--- config.mk ---
export PLATFORM = sky130hd
export DESIGN_NAME = sprite_draw
export DESIGN_NICKNAME = d
export VERILOG_FILES = /design/src/rtl/sprite_draw.sv
export SDC_FILE = /design/constraint.sdc
export NUM_CORES = 1
export LEC_CHECK = 0
export CORE_ASPECT_RATIO = 1.25
export CORE_MARGIN = 2
export CORE_UTILIZATION = 40
export DETAILED_ROUTE_END_ITERATION = 12
export GPL_TIMING_DRIVEN = 0
export PLACE_DENSITY = 0.67
export SLEW_MARGIN = 25
export SYNTH_ARGS = -nofsm -noshare
export SYNTH_HDL_FRONTEND = slang
export SYNTH_SLANG_ARGS = --single-unit
--- constraint.sdc ---
create_clock -name clock -period 5.8 [get_ports clock]
set_input_delay 0.87 -clock clock [delete_from_list [all_inputs] [get_ports clock]]
set_output_delay 0.87 -clock clock [all_outputs]
set_load 0.02 [all_outputs]
--- src/rtl/sprite_draw.sv ---
// Sprite blitter: walks a SPR_W x SPR_H sprite from ROM in raster order and
// writes every opaque, on-screen pixel to the frame buffer.
module sprite_draw #(
    parameter int unsigned SPR_W       = 16,
    parameter int unsigned SPR_H       = 16,
    parameter logic [8:0]  TRANSPARENT = 9'h1FF,
    parameter int unsigned SCREEN_W    = 320,
    parameter int unsigned SCREEN_H    = 240
) (
    input  logic       clock,
    input  logic       reset,
    input  logic       start,
    input  logic [8:0] x_pos,
    input  logic [7:0] y_pos,
    input  logic [1:0] frame,
    output logic [9:0] rom_addr,
    input  logic [8:0] rom_data,
    output logic [8:0] fb_x,
    output logic [7:0] fb_y,
    output logic [8:0] fb_color,
    output logic       fb_we,
    output logic       done
);

    localparam int unsigned COL_W = $clog2(SPR_W);
    localparam int unsigned ROW_W = $clog2(SPR_H);
    localparam int unsigned CNT_W = COL_W + ROW_W;
    localparam logic [CNT_W-1:0] CNT_LAST = '1;
    localparam logic [9:0] SCR_X = 10'(SCREEN_W);
    localparam logic [8:0] SCR_Y = 9'(SCREEN_H);

    typedef enum logic [2:0] {
        S_IDLE,
        S_RUN,
        S_FLUSH,
        S_DONE,
        S_WAIT
    } state_t;

    state_t           state;
    logic [CNT_W-1:0] cnt;
    logic [8:0]       x_q;
    logic [7:0]       y_q;
    logic [1:0]       frame_q;
    logic             pipe_valid;
    logic [ROW_W-1:0] pipe_row;
    logic [COL_W-1:0] pipe_col;

    logic [9:0] sum_x;
    logic [8:0] sum_y;
    logic       on_screen;

    // Control FSM, address generator and the one-stage tag pipeline that
    // lines the issued row/col up with the ROM read data.
    always_ff @(posedge clock or negedge reset) begin
        if (!reset) begin
            state      <= S_IDLE;
            cnt        <= '0;
            x_q        <= '0;
            y_q        <= '0;
            frame_q    <= '0;
            rom_addr   <= '0;
            pipe_valid <= 1'b0;
            pipe_row   <= '0;
            pipe_col   <= '0;
            done       <= 1'b0;
        end else begin
            pipe_valid <= 1'b0;
            done       <= 1'b0;
            case (state)
                S_IDLE: begin
                    if (start) begin
                        x_q      <= x_pos;
                        y_q      <= y_pos;
                        frame_q  <= frame;
                        cnt      <= '0;
                        rom_addr <= 10'({frame, CNT_W'(0)});
                        state    <= S_RUN;
                    end
                end
                S_RUN: begin
                    pipe_valid <= 1'b1;
                    pipe_row   <= cnt[CNT_W-1:COL_W];
                    pipe_col   <= cnt[COL_W-1:0];
                    cnt        <= cnt + CNT_W'(1);
                    if (cnt == CNT_LAST) begin
                        state <= S_FLUSH;
                    end else begin
                        rom_addr <= 10'({frame_q, cnt + CNT_W'(1)});
                    end
                end
                S_FLUSH: begin
                    state <= S_DONE;
                end
                S_DONE: begin
                    done  <= 1'b1;
                    state <= S_WAIT;
                end
                S_WAIT: begin
                    // A held start must fall before the next draw can begin.
                    if (!start) begin
                        state <= S_IDLE;
                    end
                end
                default: begin
                    state <= S_IDLE;
                end
            endcase
        end
    end

    // Sums are one bit wider than the ports so a carry clips instead of wrapping.
    always_comb begin
        sum_x     = 10'(x_q) + 10'(pipe_col);
        sum_y     = 9'(y_q) + 9'(pipe_row);
        on_screen = (sum_x < SCR_X) && (sum_y < SCR_Y);
        fb_we     = pipe_valid && (rom_data != TRANSPARENT) && on_screen;
        fb_x      = sum_x[8:0];
        fb_y      = sum_y[7:0];
        fb_color  = pipe_valid ? rom_data : 9'h000;
    end

endmodule

==> flow_metrics.tcl, run 1 <==
set metrics [dict create \
    timing.max_slew.rel_slack_pct 57.9 \
    first_global_vias 2112 \
    n_antenna_cell 0 \
    grt_max_degree 51 \
    skew_ns 0.00698 \
    fill_cells 597 \
    synthTopCellsByArea "dfrtp_1, mux2_2, nand2_1" \
    drc_errors 0 \
    main_combinational_cell_family_by_area_after_synthesis "simple AND/OR/NAND/NOR gates" \
    synthesis.instances 263 \
    grt_antenna_before_repair 0 \
    synth_seq_cells 50 \
    holdBufCountCts 0 \
    setup.worst_path.start_class "flop" \
    first_drt_iteration_drcs 82 \
    die_area_mm2 0.00730 \
    cts_setup_buffers 0 \
    post-synth-top-area-cell "dfrtp_1" \
    start_util_pct 40.9 \
    drtPass1Iterations 4 \
    postSynthAreaPerCell_um2 10.1 \
    detailedPlace.worstSlack_ns 2.23 \
    fp.dieW_um 76.8 \
    yosys.area_share.adder_pct 5.76 \
    synth_xor_area_share_pct 6.28 \
    layout_min_cycle_time_ns 3.94 \
    yosys-top-cells-count "dfrtp_1, nand2_1, o21ai_0, mux2_2, xnor2_1" \
    yosys_warnings 0 \
    synth_largest_type_area_fraction_pct 47.2 \
    ys.flop_type "dfrtp_1" \
    critical_path.startpoint "pipe_row[0]" \
    dpl.hpwl_um 4340 \
    postCtsResizedCells 0 \
    syn-cell-area_mm2 0.00265 \
    critical_path.endpoint_type "output pin" \
    clk-insertion-delay-late_ns 0.31 \
    route.vias.total 2161 \
    critical_path_arrival_ns 3.07 \
    post_synth_mux_area_share_pct 8.78 \
    cts_tree "done" \
    clk_path_buf_depth 2 \
    hp-class "flop to flop" \
    path_max_fanout 4 \
    drt-vias-per-instance 5.07 \
    routabilityCongestion 0.793 \
    multiInputGateArea_mm2 0.00131 \
    fraction_of_the_cycle_the_final_worst_path_needs_pct 67.9 \
    run_status "finished, final reports clean" \
    grt_first_pass_wirelength_um 9690 \
    r2r_start "cnt[0]" \
    synth-compound-area-share_pct 12.3 \
    nets 380 \
    timing_hold_violations_final 0 \
    max_freq_mhz 254 \
    wire_per_inst_um 13.6 \
    post-route-util_pct 54.4 \
    setup-tns-final_ns 0 \
    postSynthNetCount 305 \
    type_of_the_setup_path_with_the_least_slack "flop to output pin" \
    cell_at_the_root_of_the_clock_tree "clkbuf_8" \
    synth_edf_count 0 \
    ir_drop_uv 239 \
    asyncSetResetFlopFracSynth_pct 100 \
    startpoint_of_the_tightest_hold_check_path "pipe_col[0]" \
    area.growth.synth_to_final_pct 33.1 \
    seq_area_mm2 0.00125 \
    required_ns 4.93 \
    post_synth_and_or_nand_nor_area_fraction_pct 16.4 \
    cts_made_buffers 5 \
    leakagePower_nw 1.55 \
    final_critical_path_setup_slack_ns 1.86 \
    synth_cell_types 43 \
    power_density_normalized_to_cell_area_mw_per_mm2 517 \
    worst_pin_slew_ns 0.632 \
    antenna_violating_nets_post_route 0 \
    finalSetupViolations 0 \
    cts.reportedPaths.clkPinSlew_ns 0.09 \
    drv_slew 0 \
    final_layout_size_suffix_gt1_share_pct 11.8 \
    pin_count 69 \
    globalRouteTotalUtil_pct 16.6 \
    clock_tree.htree_level_count 2 \
    grt_setup_unrepaired "false" \
    io_buffer_count 68 \
    synth_most_common_cell "dfrtp_1" \
    core_area_mm2 0.00648 \
    clock-sinks 50 \
    globalRouteOverflowTotal 0 \
    ys_seq_area_share_pct 47.2 \
    die_height_um 95 \
    num_rows 33 \
    postRouteWirelength_um 5790 \
    maxCapViolCount 0 \
]
==> through the flow <==
stage,instance area (um2),total power (W),hold slack (ns),cells
2_1_floorplan,2650,0.00121,0.450,263
3_3_place_gp,3440,0.00161,0.471,418
3_5_place_dp,3440,0.00163,0.470,418
4_1_cts,3530,0.00184,0.494,426
5_1_grt,3530,0.00195,0.525,426
6_report,3530,0.00182,0.484,426
==> layer usage <==
| layer | share of wire (%) | track usage, % |
|---|---|---|
| met5 | 0 | 0 |
| met4 | 1.6 | 5.61 |
| met3 | 5.3 | 4.21 |
| met1 | 43 | 19.5 |
| met2 | 50 | 29.5 |
==> critical path, cell delays in order (launching register included) <==
cell and delay [ns]:
dfrtp_1 0.40, ha_1 0.21, fa_1 0.41, a21o_1 0.20
a21oi_1 0.32, o2111ai_1 0.18, a311oi_1 0.24, o211a_1 0.19
clkdlybuf4s50_1 0.60
==> cells by family (layout without fill, tap and decap cells) <==
logic type	after synthesis	in the layout
AOI/OAI and AO/OA	52	52
muxes	21	21
buffers and inverters	19	95
DFF	50	50
and+or+nand+nor	91	91
xor gates and xnor gates	19	19
adders and majority gates	11	11
==> cell type report <==
class	count	share of cell area, %
sequential	50	35.5
clock buffer	7	2.45
clock inverter	1	0.142
multi-input combinational	194	37.2
inverter	5	0.532
buffer	14	1.91
tap	87	3.09
timing repair buffer	68	19.2
==> registers in the layout, summed over array words and instances (netlist names) <==
name and count:
pipe_row 4, done 1, state 3, frame_q 2, pipe_col 4, rom_addr 10
cnt 8, pipe_valid 1, y_q 8, x_q 9
==> cell usage in the layout, fill, tap and decap left out, types with 2 or more instances in the layout <==
cell / Yosys / layout
buf_2: 5 / 5
dfrtp_1: 50 / 50
buf_1: 2 / 2
nor2b_1: 2 / 2
mux2_2: 18 / 18
xnor2_1: 13 / 13
ha_1: 9 / 9
fa_1: 2 / 2
nor3_1: 2 / 2
nor2_1: 11 / 11
a21oi_1: 9 / 9
and3_1: 6 / 6
nand3b_1: 2 / 2
clkbuf_1: 5 / 6
xor2_1: 6 / 6
inv_2: 2 / 2
o21ai_0: 19 / 19
o2111ai_1: 2 / 2
nand2_1: 45 / 45
inv_1: 3 / 3
nand4_1: 2 / 2
mux2i_1: 3 / 3
o22ai_1: 3 / 3
and2_1: 9 / 9
o211ai_1: 2 / 2
clkdlybuf4s50_1: 0 / 67
o21ai_1: 6 / 6
nand3_1: 7 / 7
clkbuf_8: 0 / 6
a21o_1: 3 / 3
==> path summary, 6_finish.rpt <==
path | end | slack (ns) | cells after the start
hold / removal | pipe_col[0] | 0.48 | 2
min in group asynchronous | rom_addr[5] | 0.58 | 1
max in group asynchronous | cnt[2] | 4.79 | 1
setup reg to reg | rom_addr[3] | 3.92 | 8
hold reg to reg | pipe_col[0] | 0.48 | 2
setup / recovery | fb_we | 1.86 | 8
==> report_power, final <==
group | internal [W] | total [W] | switching [W]
clock | 0.0000964 | 0.000210 | 0.000113
combinational | 0.000519 | 0.00104 | 0.000517
sequential | 0.000477 | 0.000579 | 0.000102
total | 0.00109 | 0.00182 | 0.000732
(Power assumes the default switching activity.)
==> inputs of run 2 (changes only) <==
==> constraint.sdc (replaced) <==
create_clock -name clock -period 4 [get_ports clock]
set_input_delay 0.6 -clock clock [delete_from_list [all_inputs] [get_ports clock]]
set_output_delay 0.6 -clock clock [all_outputs]
set_load 0.02 [all_outputs]
==> results of run 2 <==
The final DEF is identical to that of run 1. Status: finished, final reports clean.
Main changes from that run: setup slack after placement 2.23 ns -> 0.701 ns; setup slack after layout 1.86 ns -> 0.334 ns; hold slack 0.484 ns -> 0.307 ns; register-to-register setup slack 3.92 ns -> 2.12 ns; total power 0.00182 W -> 0.00264 W; worst IR drop on VDD 239 uV -> 347 uV
==> inputs of run 3 (changes only) <==
--- a/config.mk
+++ b/config.mk
@@ -6,7 +6,6 @@
 export NUM_CORES = 1
 export LEC_CHECK = 0
 export CORE_ASPECT_RATIO = 1.25
-export CORE_MARGIN = 2
 export CORE_UTILIZATION = 40
 export DETAILED_ROUTE_END_ITERATION = 12
 export GPL_TIMING_DRIVEN = 0
==> run 3 against run 2 <==
Against the previous run:
- register-to-register slack worse by 0.06 ns
- sequential power about the same
- core utilization up 1.9 points
- count of clock-buffer cells in the layout is the same
- non-clock buffer count did not move
- combinational power about the same
- critical path depth unchanged
- routed wire length down 4.2%
- first-iteration DRC count decreased by 29%
- sequential share of layout area fell by 0.13 points
==> flow_metrics.tcl, run 3 (synthesis results as in run 1) <==
set metrics [dict create \
    stdcell_area_mm2 0.00354 \
    postPlaceCellArea_mm2 0.00343 \
    grt_most_used_layer "met2" \
    path_max_fanout 4 \
    critical_path.endpoint_type "output pin" \
    route.vias.total 2137 \
    setup.worst_path.start_class "flop" \
    skew_ns 0.00943 \
    finalSetupViolations 0 \
    grt_setup_unrepaired "false" \
    clock-sinks 50 \
    grt_first_pass_wirelength_um 9160 \
    critical_path.startpoint "y_q[0]" \
    holdBufCountCts 0 \
    antenna_violating_nets_post_route 0 \
    ir_drop_uv 353 \
    grt_use_met3_pct 3.34 \
    worst_pin_slew_ns 0.632 \
    crit_path_slowest_cell "clkdlybuf4s50_1" \
    core_area_mm2 0.00629 \
    power_density_normalized_to_cell_area_mw_per_mm2 757 \
    cts_made_buffers 5 \
    met1_usage_pct 19.9 \
    final_layout_size_suffix_gt1_share_pct 11.5 \
    nets 380 \
    finalPower_w 0.00268 \
    wire_per_inst_um 13.1 \
    maxCapViolCount 0 \
    timing.max_slew.rel_slack_pct 57.9 \
    postCtsResizedCells 0 \
    r2r_start "cnt[0]" \
    post-route-util_pct 56.3 \
    setup-tns-final_ns 0 \
    globalRouteTotalUtil_pct 17.0 \
    layout_min_cycle_time_ns 3.65 \
    die_area_mm2 0.00696 \
    critical_path.max_stage_delay_ns 0.61 \
    required_ns 3.40 \
    drtPass1Iterations 4 \
    first_drt_iteration_drcs 58 \
    type_of_the_setup_path_with_the_least_slack "flop to output pin" \
    timing_hold_violations_final 0 \
    minimum_setup_slack_among_reg_to_reg_paths_ns 2.06 \
    hp-class "primary input to asynchronous set/reset pin" \
    drc_errors 0 \
    crit_path_end "fb_we" \
    pin_count 69 \
    num_rows 32 \
    cell_at_the_root_of_the_clock_tree "clkbuf_8" \
    r2r_end "rom_addr[3]" \
    clk_path_buf_depth 2 \
    postRouteWirelength_um 5550 \
    timing.critical_path.cells "ha_1, fa_1, a21o_1, a21oi_1, o2111ai_1, a311oi_1, o211a_1, clkdlybuf4s50_1" \
    final_critical_path_setup_slack_ns 0.351 \
    first_global_vias 2062 \
    grt_use_met2_pct 31.1 \
    die_height_um 93 \
    grt_antenna_before_repair 0 \
    cts_tree "done" \
    critical_path.n_buffers_inverters 1 \
    fp.dieW_um 74.8 \
    dpl.hpwl_um 4190 \
    start_util_pct 42.2 \
    run_status "finished, final reports clean" \
    max_freq_mhz 274 \
    drt-vias-per-instance 5.04 \
    routabilityCongestion 0.806 \
    cpLargestDelayFamily "compound AO/OA/AOI/OAI gates" \
    cts_setup_buffers 0 \
    critical_path_arrival_ns 3.05 \
    globalRouteOverflowTotal 0 \
    commonest_non_fill_non_tap_cell_in_the_layout "clkdlybuf4s50_1" \
    n_antenna_cell 0 \
    area.growth.synth_to_final_pct 33.6 \
    layout.cells.most_common_list "clkdlybuf4s50_1, dfrtp_1, nand2_1" \
    registers_with_the_most_flip_flops "rom_addr x10, x_q x9" \
    leakagePower_nw 1.56 \
    clk-insertion-delay-late_ns 0.30 \
    largest_register_ff_count 10 \
    ff2ff_path_depth 8 \
    cts.reportedPaths.clkPinSlew_ns 0.09 \
    path_depth 8 \
    regMostFlops "rom_addr" \
    detailedPlace.worstSlack_ns 0.695 \
    clock_tree.htree_level_count 2 \
    grt_max_degree 51 \
    drv_slew 0 \
    io_buffer_count 68 \
    fraction_of_the_cycle_the_final_worst_path_needs_pct 91.2 \
]
run 3: cell type report:
cell class                 count  area (um2)
tap                           85         106
multi-input combinational    194        1310
timing repair buffer          68         678
clock inverter                 1        30.0
fill                         570        2750
sequential                    50        1250
clock buffer                   7        76.3
inverter                       5        18.8
buffer                        14        67.6
run 3: through the flow:
stage          cells  hold slack, ns
2_1_floorplan    263           0.304
6_report         424           0.308
3_3_place_gp     416           0.468
5_1_grt          424           0.363
4_1_cts          424           0.342
3_5_place_dp     416           0.471
run 3: how the worst min path moves through the flow:
stage	endpoint	slack, ns	startpoint
floorplan	cnt[0]	0.30	reset
global placement	pipe_col[2]	0.47	pipe_col[2]
detailed placement	pipe_col[0]	0.47	pipe_col[0]
CTS	y_q[0]	0.34	reset
global route	rom_addr[4]	0.36	reset
finish	done	0.31	reset
run 3: metal layers:
metal	wire (um)	part of all wire, %	up-vias
met2	2880	52	53
met4	70	1.3	0
li1	-	-	1059
met5	0	0	-
met1	2320	42	1019
met3	271	4.9	6
run 3: where the power goes:
| group | switching (W) | internal, W | total [W] |
|---|---|---|---|
| sequential | 0.000146 | 0.000691 | 0.000837 |
| combinational | 0.000744 | 0.000754 | 0.00150 |
| clock | 0.000159 | 0.000187 | 0.000347 |
| total | 0.00105 | 0.00163 | 0.00268 |
